File: config.mk
export PLATFORM = sky130hd
export DESIGN_NAME = branch_hazard_ctrl_flat
export DESIGN_NICKNAME = d
export VERILOG_FILES = /design/src/rtl/branch_hazard_if.sv /design/src/rtl/branch_hazard_ctrl.sv /design/src/flat_wrapper.sv
export SDC_FILE = /design/constraint.sdc
export NUM_CORES = 1
export LEC_CHECK = 0
export BUFFER_PORTS_ARGS = -buffer_cell sky130_fd_sc_hd__buf_2
export CORE_MARGIN = 2
export CORE_UTILIZATION = 54
export DETAILED_ROUTE_END_ITERATION = 10
export PLACE_DENSITY = 0.82
export SLEW_MARGIN = 20
export SYNTH_ARGS = -nofsm -noshare
export SYNTH_HDL_FRONTEND = slang
export SYNTH_SLANG_ARGS = --single-unit
File: constraint.sdc
create_clock -name clk -period 3.8 [get_ports clk]
set_input_delay 0.38 -clock clk [delete_from_list [all_inputs] [get_ports clk]]
set_output_delay 0.38 -clock clk [all_outputs]
set_load 0.01 [all_outputs]
File: src/rtl/branch_hazard_if.sv
// Decode-stage branch hazard bus: the pipeline (master) presents decode and
// control info, the hazard controller (slave) returns stall/forward/issue/counters.
interface branch_hazard_if #(parameter int CNT_W = 32);
  logic             branchD;
  logic [4:0]       rsD;
  logic [4:0]       rtD;
  logic             uses_rtD;
  logic             regwriteD;
  logic [4:0]       writeregD;
  logic             memtoregD;
  logic             pcsrcD;
  logic             stall_ext;
  logic             flush_ext;
  logic             stallD;
  logic [1:0]       forwardaD;
  logic [1:0]       forwardbD;
  logic             branch_issue;
  logic [CNT_W-1:0] cnt_branch;
  logic [CNT_W-1:0] cnt_taken;
  logic [CNT_W-1:0] cnt_stall;

  modport master (
    output branchD, rsD, rtD, uses_rtD, regwriteD, writeregD, memtoregD,
           pcsrcD, stall_ext, flush_ext,
    input  stallD, forwardaD, forwardbD, branch_issue,
           cnt_branch, cnt_taken, cnt_stall
  );

  modport slave (
    input  branchD, rsD, rtD, uses_rtD, regwriteD, writeregD, memtoregD,
           pcsrcD, stall_ext, flush_ext,
    output stallD, forwardaD, forwardbD, branch_issue,
           cnt_branch, cnt_taken, cnt_stall
  );
endinterface

File: src/rtl/branch_hazard_ctrl.sv
// Branch operand hazard controller: shadows E/M/W destinations to stall or
// forward decode-stage branch comparisons, and counts branch events.
module branch_hazard_ctrl #(
  parameter int CNT_W = 32
) (
  input  logic           clk,
  input  logic           resetn,
  branch_hazard_if.slave bus
);
  typedef struct packed {
    logic       vld;
    logic [4:0] rd;
    logic       ld;
  } sh_t;

  sh_t              e_q, e_d, m_q, m_d;
  logic             w_vld_q, w_vld_d;
  logic [4:0]       w_rd_q, w_rd_d;
  logic [CNT_W-1:0] cnt_branch_q, cnt_branch_d;
  logic [CNT_W-1:0] cnt_taken_q, cnt_taken_d;
  logic [CNT_W-1:0] cnt_stall_q, cnt_stall_d;

  logic [2:0] ha, hb;
  logic       stall, issue, stall_cnt;
  logic [1:0] fa, fb;

  // Returns {stall, fwd[1:0]} for one operand; M is checked before W.
  function automatic logic [2:0] chk(input logic [4:0] r, input logic en,
                                     input sh_t e, input sh_t m,
                                     input logic wv, input logic [4:0] wr);
    chk = 3'b000;
    if (en && r != 5'd0) begin
      if ((e.vld && e.rd == r) || (m.vld && m.ld && m.rd == r)) chk = 3'b100;
      else if (m.vld && m.rd == r)                                chk = 3'b001;
      else if (wv && wr == r)                                     chk = 3'b010;
    end
  endfunction

  always_comb begin
    ha        = chk(bus.rsD, 1'b1, e_q, m_q, w_vld_q, w_rd_q);
    hb        = chk(bus.rtD, bus.uses_rtD, e_q, m_q, w_vld_q, w_rd_q);
    stall     = resetn & bus.branchD & (ha[2] | hb[2]);
    fa        = (resetn & bus.branchD & !stall) ? ha[1:0] : 2'b00;
    fb        = (resetn & bus.branchD & !stall) ? hb[1:0] : 2'b00;
    issue     = resetn & bus.branchD & !stall & !bus.stall_ext & !bus.flush_ext;
    stall_cnt = stall & !bus.stall_ext & !bus.flush_ext;
  end

  always_comb begin
    e_d     = e_q;
    m_d     = m_q;
    w_vld_d = w_vld_q;
    w_rd_d  = w_rd_q;
    if (bus.flush_ext) begin
      e_d.vld = 1'b0;
      m_d.vld = 1'b0;
      w_vld_d = 1'b0;
    end else if (!bus.stall_ext) begin
      m_d     = e_q;
      w_vld_d = m_q.vld;
      w_rd_d  = m_q.rd;
      // A stalled branch stays in D, so a bubble goes down the pipe instead.
      e_d = stall ? sh_t'('0)
                  : '{vld: bus.regwriteD && (bus.writeregD != 5'd0),
                      rd: bus.writeregD, ld: bus.memtoregD};
    end
    cnt_branch_d = cnt_branch_q + {{(CNT_W-1){1'b0}}, issue};
    cnt_taken_d  = cnt_taken_q  + {{(CNT_W-1){1'b0}}, issue & bus.pcsrcD};
    cnt_stall_d  = cnt_stall_q  + {{(CNT_W-1){1'b0}}, stall_cnt};
  end

  always_ff @(posedge clk) begin
    if (!resetn) begin
      e_q          <= '0;
      m_q          <= '0;
      w_vld_q      <= 1'b0;
      w_rd_q       <= 5'd0;
      cnt_branch_q <= '0;
      cnt_taken_q  <= '0;
      cnt_stall_q  <= '0;
    end else begin
      e_q          <= e_d;
      m_q          <= m_d;
      w_vld_q      <= w_vld_d;
      w_rd_q       <= w_rd_d;
      cnt_branch_q <= cnt_branch_d;
      cnt_taken_q  <= cnt_taken_d;
      cnt_stall_q  <= cnt_stall_d;
    end
  end

  assign bus.stallD       = stall;
  assign bus.forwardaD    = fa;
  assign bus.forwardbD    = fb;
  assign bus.branch_issue = issue;
  assign bus.cnt_branch   = cnt_branch_q;
  assign bus.cnt_taken    = cnt_taken_q;
  assign bus.cnt_stall    = cnt_stall_q;
endmodule
File: src/flat_wrapper.sv
// flat-port wrapper written by rule: the top's interface ports become plain ports
module branch_hazard_ctrl_flat 
#(
  parameter int CNT_W = 32
)
  (clk, resetn, bus_branchD, bus_rsD, bus_rtD, bus_uses_rtD, bus_regwriteD, bus_writeregD, bus_memtoregD, bus_pcsrcD, bus_stall_ext, bus_flush_ext, bus_stallD, bus_forwardaD, bus_forwardbD, bus_branch_issue, bus_cnt_branch, bus_cnt_taken, bus_cnt_stall);
  branch_hazard_if #(.CNT_W(CNT_W)) bus_i ();
  input  logic clk;
  input  logic resetn;
  input wire logic [$bits(bus_i.branchD)-1:0] bus_branchD;
  input wire logic [$bits(bus_i.rsD)-1:0] bus_rsD;
  input wire logic [$bits(bus_i.rtD)-1:0] bus_rtD;
  input wire logic [$bits(bus_i.uses_rtD)-1:0] bus_uses_rtD;
  input wire logic [$bits(bus_i.regwriteD)-1:0] bus_regwriteD;
  input wire logic [$bits(bus_i.writeregD)-1:0] bus_writeregD;
  input wire logic [$bits(bus_i.memtoregD)-1:0] bus_memtoregD;
  input wire logic [$bits(bus_i.pcsrcD)-1:0] bus_pcsrcD;
  input wire logic [$bits(bus_i.stall_ext)-1:0] bus_stall_ext;
  input wire logic [$bits(bus_i.flush_ext)-1:0] bus_flush_ext;
  output wire logic [$bits(bus_i.stallD)-1:0] bus_stallD;
  output wire logic [$bits(bus_i.forwardaD)-1:0] bus_forwardaD;
  output wire logic [$bits(bus_i.forwardbD)-1:0] bus_forwardbD;
  output wire logic [$bits(bus_i.branch_issue)-1:0] bus_branch_issue;
  output wire logic [$bits(bus_i.cnt_branch)-1:0] bus_cnt_branch;
  output wire logic [$bits(bus_i.cnt_taken)-1:0] bus_cnt_taken;
  output wire logic [$bits(bus_i.cnt_stall)-1:0] bus_cnt_stall;
  assign bus_i.branchD = bus_branchD;
  assign bus_i.rsD = bus_rsD;
  assign bus_i.rtD = bus_rtD;
  assign bus_i.uses_rtD = bus_uses_rtD;
  assign bus_i.regwriteD = bus_regwriteD;
  assign bus_i.writeregD = bus_writeregD;
  assign bus_i.memtoregD = bus_memtoregD;
  assign bus_i.pcsrcD = bus_pcsrcD;
  assign bus_i.stall_ext = bus_stall_ext;
  assign bus_i.flush_ext = bus_flush_ext;
  assign bus_stallD = bus_i.stallD;
  assign bus_forwardaD = bus_i.forwardaD;
  assign bus_forwardbD = bus_i.forwardbD;
  assign bus_branch_issue = bus_i.branch_issue;
  assign bus_cnt_branch = bus_i.cnt_branch;
  assign bus_cnt_taken = bus_i.cnt_taken;
  assign bus_cnt_stall = bus_i.cnt_stall;
  branch_hazard_ctrl #(.CNT_W(CNT_W)) u_core (.clk(clk), .resetn(resetn), .bus(bus_i));
endmodule
# Yosys cells after proc, flatten, opt, wreduce, memory -nomap -nowiden
# Index checks and enable logic that the tools add are counted.
dict set report totals {
  register_bits 116
  in_bits 24
  output_inout_bits 102
  word_cells 64
}
dict set report classes {
  n_addsub 3
  eq_ne 6
  n_mux 11
  bitwise_logic 12
  reduce_logical 21
}
# cell count
set op_table {}
lappend op_table {{adder 32 x 1 -> 32 bit} 3}
lappend op_table {{== test 5 bit} 6}
lappend op_table {{2-to-1 mux 3 bit} 6}
lappend op_table {{nonzero test 5 bit} 3}
lappend op_table {{logical AND 1 bit} 11}
lappend op_table {{bitwise AND 1 bit} 8}
lappend op_table {{2-to-1 mux 2 bit} 4}
lappend op_table {{2-to-1 mux 7 bit} 1}
lappend op_table {{zero test 1 bit} 3}
lappend op_table {{NOT 1 bit} 3}
lappend op_table {{logical OR 1 bit} 2}
lappend op_table {{AND reduction 2 bit} 1}
lappend op_table {{OR reduction 2 bit} 1}
lappend op_table {{OR 1 bit} 1}

# Logic depth before layout (Yosys ltp)
# Gate-level depths: netlist (run 1).
dict set report logic_depth {
  depth_word 14
  ltp_mapped 14
  ltp_nobuf 13
}

# Least setup slack after synthesis (run 1)
# Ideal clock, no wire load.
dict set report synth_timing {
  path_kind {input to register}
  from {input port bus_rtD[1]}
  to {register u_core.cnt_branch_q[30], in the netlist u_core.bus.cnt_branch[30]}
  setup_time_ns 0.115
  arrival_time_ns 2.847
  required_time_ns 3.685
  path_slack_ns 0.838
  path_stages 11
  path_buffers 0
  cell_sequence {or4_1 > o21ai_0 > o2111ai_1 > nor2_1 > ha_1 > ha_1 > nand3_1 > nor3b_4 > nand4_1 > xnor2_1 > and2_1}
}
dict set report synth_between {
  elab_chain_cells 12
  word_cells_on_any_way 16
  classes_between {add/sub (1); eq/ne (2); mux (2); bitwise (5); reduce/logical (6)}
}
# element line
set synth_rtl {}
lappend synth_rtl {{start: declaration} flat_wrapper.sv:12} ;# input wire logic [$bits(bus_i.rtD)-1:0] bus_rtD;
lappend synth_rtl {{== test 5 bit} branch_hazard_ctrl.sv:33} ;# if ((e.vld && e.rd == r) || (m.vld && m.ld && m.rd == r)) chk = 3'b100;
lappend synth_rtl {{logical AND 1 bit} branch_hazard_ctrl.sv:33}
lappend synth_rtl {{logical OR 1 bit} branch_hazard_ctrl.sv:33}
lappend synth_rtl {{2-to-1 mux 3 bit} branch_hazard_ctrl.sv:33}
lappend synth_rtl {{2-to-1 mux 3 bit (*)} branch_hazard_ctrl.sv:32} ;# if (en && r != 5'd0) begin
lappend synth_rtl {{OR 1 bit (*)} branch_hazard_ctrl.sv:42} ;# stall = resetn & bus.branchD & (ha[2] | hb[2]);
lappend synth_rtl {{bitwise AND 1 bit (*)} branch_hazard_ctrl.sv:42}
lappend synth_rtl {{zero test 1 bit (*)} branch_hazard_ctrl.sv:45} ;# issue = resetn & bus.branchD & !stall & !bus.stall_ext & !bus.flush_ext;
lappend synth_rtl {{bitwise AND 1 bit (*) (3 in a row)} branch_hazard_ctrl.sv:45}
lappend synth_rtl {{net bus_branch_issue} flat_wrapper.sv:23} ;# output wire logic [$bits(bus_i.branch_issue)-1:0] bus_branch_issue;
lappend synth_rtl {{adder 32 x 1 -> 32 bit (*)} branch_hazard_ctrl.sv:67} ;# cnt_branch_d = cnt_branch_q + {{(CNT_W-1){1'b0}}, issue};
lappend synth_rtl {{end signal: assignment} branch_hazard_ctrl.sv:86} ;# cnt_branch_q <= cnt_branch_d;
lappend synth_rtl {{end: declaration} branch_hazard_ctrl.sv:19} ;# logic [CNT_W-1:0] cnt_branch_q, cnt_branch_d;
# The timed path passes the listed nets; every way through them passes the cells marked *.
# A chain may end at the register's enable or synchronous reset.

# Final worst setup path (run 1)
dict set report layout_timing {
  from {register u_core.e_q[5] (netlist bit)}
  to {register u_core.cnt_branch_q[30], in the netlist u_core.bus.cnt_branch[30]}
}
dict set report layout_between {
  elab_chain_cells 12
  word_cells_on_any_way 17
  classes_between {add/sub (1); eq/ne (2); mux (4); bitwise (5); reduce/logical (5)}
}
# element line
set layout_rtl {}
lappend layout_rtl {{start: declaration} branch_hazard_ctrl.sv:16} ;# sh_t e_q, e_d, m_q, m_d;
lappend layout_rtl {{start signal: assignment} branch_hazard_ctrl.sv:74} ;# e_q <= '0;
lappend layout_rtl {{start signal: assignment} branch_hazard_ctrl.sv:82} ;# e_q <= e_d;
lappend layout_rtl {{== test 5 bit} branch_hazard_ctrl.sv:33}
lappend layout_rtl {{logical AND 1 bit} branch_hazard_ctrl.sv:33}
lappend layout_rtl {{logical OR 1 bit} branch_hazard_ctrl.sv:33}
lappend layout_rtl {{2-to-1 mux 3 bit} branch_hazard_ctrl.sv:33}
lappend layout_rtl {{2-to-1 mux 3 bit} branch_hazard_ctrl.sv:32}
lappend layout_rtl {{OR 1 bit (*)} branch_hazard_ctrl.sv:42}
lappend layout_rtl {{bitwise AND 1 bit (*)} branch_hazard_ctrl.sv:42}
lappend layout_rtl {{zero test 1 bit (*)} branch_hazard_ctrl.sv:45}
lappend layout_rtl {{bitwise AND 1 bit (*) (3 in a row)} branch_hazard_ctrl.sv:45}
lappend layout_rtl {{adder 32 x 1 -> 32 bit (*)} branch_hazard_ctrl.sv:67}
# Mark *: on every way between the ends. The rest lies on a longest branch, timed or not.

==> reports/summary.md, run 1 <==
• **share of final-layout standard cells stronger than drive strength 1** 23.0%
• **core outline area** 10200 um^2
• **residual antenna-violating net count after detailed routing** 0
• **I/O pin count** 126
• **primary flip-flop cell chosen by synthesis mapping** dfxtp_1
• **number of synthesis warnings** 0
• **leading cell types by total area after synthesis** dfxtp_1, xnor2_1, and2_1
• **number of distinct library cells after synthesis** 45
• **largest incremental delay on the critical path** 440 ps
• **net count after synthesis** 641
• **power density over the cells** 434 nW/um^2
• **FMAX** 0.302 GHz
• **Setup crit end kind** register
• **chain of cells forming the critical path** xor2_1 -> nor4_1 -> and3_1 -> a31oi_1 -> o2111ai_1 -> nor2_1 -> ha_1 -> ha_1 -> nand3_1 -> nor3b_4 -> nand4_1 -> xnor2_1 -> and2_1
• **result of the run** finished clean
• **floorplan die area** 11200 um^2
• **highest-delay cell along the critical path** dfxtp_1
• **critical path's top delay family** simple AND/OR/NAND/NOR gates
• **summed negative setup slack over all endpoints** 0 ps
• **number of antenna violations at the first check in global routing** 1
• **hold buffers post-CTS** 0
• **Die X-Extent** 106 um
• **Slew @ Worst Pin** 937 ps
• **count leader, synth** dfxtp_1
• **kind of path behind the tightest hold check** in -> reg
• **worst clock skew on the final layout** 10.7 ps
• **minimum setup slack in the final design** 487 ps
• **site row count** 37
• **diode insertion count for antenna repair** 0
• **most instantiated cells after synthesis** dfxtp_1, and2_1, xnor2_1, nand2_1, nand3_1
• **leakage power figure** 3.10 nW
• **Reg clk slew, reported paths** 50 ps
• **number of violations of the max-capacitance limit** 0
• **most used cell, CP** ha_1
• **peak ir drop on the vdd network** 0.000262 V
• **max-slew violation total from the final report** 0
• **chip height** 106 um
• **number of sinks driven by the clock tree** 116
• **max-slew headroom at the worst pin** 37.5%
• **total buffers and inverters traversed by the critical path** 0
• **routed via count** 4664
• **average vias per placed instance** 5.27
• **count of input and output buffers** 125
• **Starting Density** 54.9%
• **drt first pass iters** 4
• **Routed Wire Length** 12.6 mm
• **maximum number of pins on one net before global-route repair** 121
• **average size of a mapped cell** 9.15 um^2
• **worst-case clock buffer depth** 2
• **First DRT Iteration DRCs** 193
• **TritonCTS clock tree** yes
• **post-detailed-placement half-perimeter wirelength** 8.78 mm
• **buffer type at the clock tree root** clkbuf_8
• **worst-path maximum fanout** 8
• **filler cell count** 782
• **total setup violations reported at the end of the flow** 0
• **required time of the critical path** 4200 ps
• **number of gates resized after cts** 0
• **post-synthesis cell count** 611
• **flip-flop and latch count after synthesis** 116
• **global-route usage over all layers** 23.5%
• **area taken by flip-flops and latches** 2320 um^2
• **wire length per cell after detailed routing** 14.3 um
• **number of synthesized flops with an enable pin** 0
• **wire length of the first global-routing pass** 21.3 mm
• **post-route clock period utilization** 87.2%
• **Setup Crit Path Kind** reg -> reg
• **number of buffers added for setup after CTS** 0
• **post-synthesis instance area** 5590 um^2
• **share of async-settable or async-resettable flops after synthesis** 0%
• **number of nets in the final layout** 766
• **sequential fraction of the synthesis area** 41.5%
• **category of the worst setup path launch point** register
• **total clock buffers created by CTS** 17
• **Post-Place Worst Slack** 365 ps
• **Critical Path AT** 3710 ps
• **layout-stage area growth over the synthesis result** 24.2%
• **total number of H-tree levels** 4
• **insertion delay to the later sink of the worst-skew pair** 510 ps
• **area of the multi-input gates** 3160 um^2
• **area leader, netlist** dfxtp_1
• **GP Congestion** 0.891
• **Yosys top cell area share** 41.5%
• **shortest period the worst path allows** 3310 ps
• **DR DRC count** 0
• **unrepaired setup endpoints after global routing** false
• **number of global-route vias before repair** 4554
• **total count of hold-check failures in the final report** 0
• **remaining global-route overflow** 0
## cell families after synthesis
logic type      count (synthesis)  share of synthesized area [%]
compound gates                 44                           5.17
mux                             2                          0.358
fa+ha+maj                       6                           1.34
xor+xnor                      111                           17.4
flops                         116                           41.5
simple gates                  306                           32.2
buf+inv                        26                           1.99
## final cells by class
type | instances | area share [%]
clock buffers | 22 | 6.52
well taps | 136 | 2.45
multi-input cells | 469 | 45.5
clock inverters | 10 | 2.56
repair buffers | 128 | 9.34
inverters | 4 | 0.216
flip-flops and latches | 116 | 33.4
## power by group
part / total [mW] / switching, mW / internal [mW] / leakage, nW
Sequential: 1.23 / 0.00718 / 1.22 / 0.935
Clock: 1.69 / 0.534 / 1.16 / 0.309
Combinational: 0.0858 / 0.0517 / 0.0341 / 1.86
## metrics by stage
stage	cells	hold WS, ps	utilization, %	instance area [um^2]	power [mW]
6_report	885	162	68.2	6940	3.01
3_3_place_gp	853	464	62.0	6310	1.34
2_1_floorplan	611	441	-	5590	1.31
3_5_place_dp	853	489	62.0	6310	1.34
4_1_cts	885	144	68.2	6940	3.03
5_1_grt	885	166	68.2	6940	3.10
## metal layers
metal | GRT usage (%) | share of wire [%] | vias to the layer above
met3 | 5.63 | 4.6 | 22
met4 | 9.68 | 1.7 | 2
met5 | 0 | 0.10 | -
met1 | 29.1 | 44 | 2187
li1 | - | - | 2326
met2 | 39.1 | 49 | 127
## registers in the layout, summed over array words and instances, names as in the netlist
register,flops
u_core.bus.cnt_stall,32
u_core.e_q,7
u_core.m_q,7
u_core.w_rd_q,5
u_core.w_vld_q,1
u_core.bus.cnt_taken,32
u_core.bus.cnt_branch,32
## cell usage in the layout (no fill, tap or decap), types with 5 or more instances in the layout
cell | netlist | final
a21boi_0 | 17 | 17
and2_1 | 87 | 87
and3_1 | 14 | 14
and4_1 | 12 | 12
buf_2 | 2 | 125
bufinv_16 | 0 | 5
clkbuf_16 | 0 | 16
dfxtp_1 | 116 | 116
ha_1 | 6 | 6
nand2_1 | 57 | 57
nand3_1 | 46 | 46
nand4_1 | 21 | 21
nor2_1 | 19 | 19
nor2b_1 | 6 | 6
nor3_1 | 9 | 9
o21ai_0 | 16 | 16
or3_1 | 9 | 9
xnor2_1 | 73 | 73
xor2_1 | 38 | 38
## final timing paths
kind | slack [ps] | start | endpoint | depth (start not counted)
min | 160 | bus_writeregD[2] | u_core.e_q[3] | 3
max reg2reg | 490 | u_core.e_q[5] | u_core.bus.cnt_branch[30] | 13
min reg2reg | 480 | u_core.e_q[0] | u_core.m_q[0] | 2
max | 490 | u_core.e_q[5] | u_core.bus.cnt_branch[30] | 13
## worst min-delay path: cells and delay by family
kind	cells	cell delay (ps)
AOI/OAI and AO/OA	1	60
buffers and inverters	1	110
and+or+nand+nor	1	60
Note: power is estimated with default switching activity, not from simulation.
==> run 2, diff against run 1 <==
--- a/config.mk
+++ b/config.mk
@@ -9,6 +9,7 @@
 export CORE_MARGIN = 2
 export CORE_UTILIZATION = 54
 export DETAILED_ROUTE_END_ITERATION = 10
+export GPL_TIMING_DRIVEN = 0
 export PLACE_DENSITY = 0.82
 export SLEW_MARGIN = 20
 export SYNTH_ARGS = -nofsm -noshare
==> run 2 against run 1 <==
  * Core utilization grew 1.3 points
  * Via count grew 3.7%
  * Die area is the same
  * Fmax shrank 5.3%
  * Power grew 4.6%
  * Global-route usage grew 0.64 points
  * First-iteration DRC count grew 53%
  * Clock power grew 8%
  * Sequential cell count is the same
  * Final area grew 1.9%
==> reports/summary.md, run 2 (synthesis gave the netlist of run 1 again) <==
• **result of the run** finished clean
• **buffer type at the clock tree root** clkbuf_8
• **summed negative setup slack over all endpoints** 0 ps
• **net switching fraction of the power** 19.3%
• **worst clock skew on the final layout** 13.2 ps
• **post-route clock period utilization** 92.0%
• **layout-stage area growth over the synthesis result** 26.5%
• **grt peak-use layer** met2
• **post-detailed-placement half-perimeter wirelength** 9.60 mm
• **Setup Crit Path Kind** reg -> reg
• **worst-case clock buffer depth** 2
• **most common cell after layout, fill and taps aside** buf_2
• **Routed Wire Length** 13.1 mm
• **total count of hold-check failures in the final report** 0
• **GR Util met1** 28.7%
• **net switching component of the power** 0.608 mW
• **filler cell count** 822
• **DR DRC count** 0
• **residual antenna-violating net count after detailed routing** 0
• **GP Congestion** 0.876
• **internal power component** 2.54 mW
• **maximum number of pins on one net before global-route repair** 17
• **relative contribution of sequential cells to total power** 39.1%
• **power density over the cells** 445 nW/um^2
• **share of final-layout standard cells stronger than drive strength 1** 22.9%
• **shortest period the worst path allows** 3500 ps
• **Reg clk slew, reported paths** 50 ps
• **I/O pin count** 126
• **number of antenna violations at the first check in global routing** 0
• **count of input and output buffers** 124
• **GR Layer Usage met2** 40.6%
• **number of buffers added for setup after CTS** 0
• **diode insertion count for antenna repair** 0
• **number of sinks driven by the clock tree** 116
• **Starting Density** 54.9%
• **area taken by flip-flops and latches** 2320 um^2
• **unrepaired setup endpoints after global routing** false
• **number of standard cells in the layout, taps in and fillers out** 903
• **Setup crit end kind** register
• **average vias per placed instance** 5.35
• **area of the multi-input gates** 3170 um^2
• **wire length of the first global-routing pass** 21.7 mm
• **worst-path maximum fanout** 8
• **category of the worst setup path launch point** register
• **wire length per cell after detailed routing** 14.5 um
• **TritonCTS clock tree** yes
• **insertion delay to the later sink of the worst-skew pair** 520 ps
• **Critical Path AT** 3910 ps
• **number of cells after detailed placement** 871
• **peak ir drop on the vdd network** 0.000276 V
• **FMAX** 0.286 GHz
• **remaining global-route overflow** 0
• **leading cell types in the layout, fill and taps excluded** buf_2, dfxtp_1, and2_1
• **kind of path behind the tightest hold check** in -> reg
• **leakage power figure** 3.15 nW
• **global-route usage over all layers** 24.1%
• **max-slew violation total from the final report** 0
• **floorplan die area** 11200 um^2
• **worst hold margin** 146 ps
• **Die X-Extent** 106 um
• **routed via count** 4835
• **drt first pass iters** 5
• **number of nets in the final layout** 784
• **combinational share of power** 2.9%
• **site row count** 37
• **M3 GR Usage** 5.69%
• **total number of H-tree levels** 4
• **total clock buffers created by CTS** 17
• **max-slew headroom at the worst pin** 58.8%
• **required time of the critical path** 4210 ps
• **total setup violations reported at the end of the flow** 0
• **number of violations of the max-capacitance limit** 0
• **Clock Power Share** 58.1%
• **Layout Utilization** 69.4%
• **chip height** 106 um
• **core outline area** 10200 um^2
• **number of global-route vias before repair** 4674
• **Slew @ Worst Pin** 615 ps
• **First DRT Iteration DRCs** 295
## run 2: cell count changes in the layout (fill, tap and decap cells not counted), sizes merged
cell / delta
buf: +1
bufinv: +1
clkbuf: +18
clkinv: -1
clkinvlp: -1
## run 2: cell type report
cell class                      count  area share (%)
Multi-Input combinational cell    469            44.8
Sequential cell                   116            32.8
Timing Repair Buffer              124            8.77
Clock buffer                       23            6.88
Clock inverter                      9            2.76
Tap cell                          136            2.41
Buffer                             22            1.36
Inverter                            4           0.212
## run 2: metal layers
metal  vias to the layer above  part of all wire (%)
met4                         0                   3.1
li1                       2376                     -
met5                         -                     0
met3                        35                   5.3
met2                       150                    49
met1                      2274                    42
## run 2: power groups by stage
stage	Sequential (mW)	Combinational (mW)	Clock [mW]
floorplan	1.25	0.0519	0
global placement	1.26	0.0867	0
detailed placement	1.26	0.0907	0
CTS	1.23	0.0909	1.85
global route	1.23	0.101	1.91
finish	1.23	0.0908	1.83
## run 2: what timing repair did
action | 4_1_cts | 5_1_grt
hold buffers | 0 | 0
setup endpoints to repair | 0 | 3
resized for setup | 0 | 2
## run 2: worst max-delay path, cell delays in order, from the launching register on
cell and delay [ps]:
dfxtp_1 420, xor2_1 190, nor4_1 80, and3_1 160
a31oi_1 400, o2111ai_1 350, nor2_1 260, ha_1 260
ha_1 250, nand3_1 190, nor3b_4 390, nand4_1 170
xnor2_1 150, and2_1 150
## run 2: stage by stage
step | setup WS, ps | instance area (um^2) | power, mW
finish | 302 | 7070 | 3.15
global route | 67.3 | 7070 | 3.24
CTS | 229 | 7060 | 3.17
detailed placement | 150 | 6380 | 1.35
global placement | 297 | 6380 | 1.34
floorplan | 838 | 5590 | 1.31
## run 2: path summary, 6_finish.rpt
check                startpoint                         to  slack, ps  cells after the start
setup / recovery  u_core.e_q[5]  u_core.bus.cnt_branch[28]        300                     13
hold / removal    bus_memtoregD              u_core.e_q[0]        150                      3
setup reg to reg  u_core.e_q[5]  u_core.bus.cnt_branch[28]        300                     13
hold reg to reg   u_core.e_q[0]              u_core.m_q[0]        470                      2
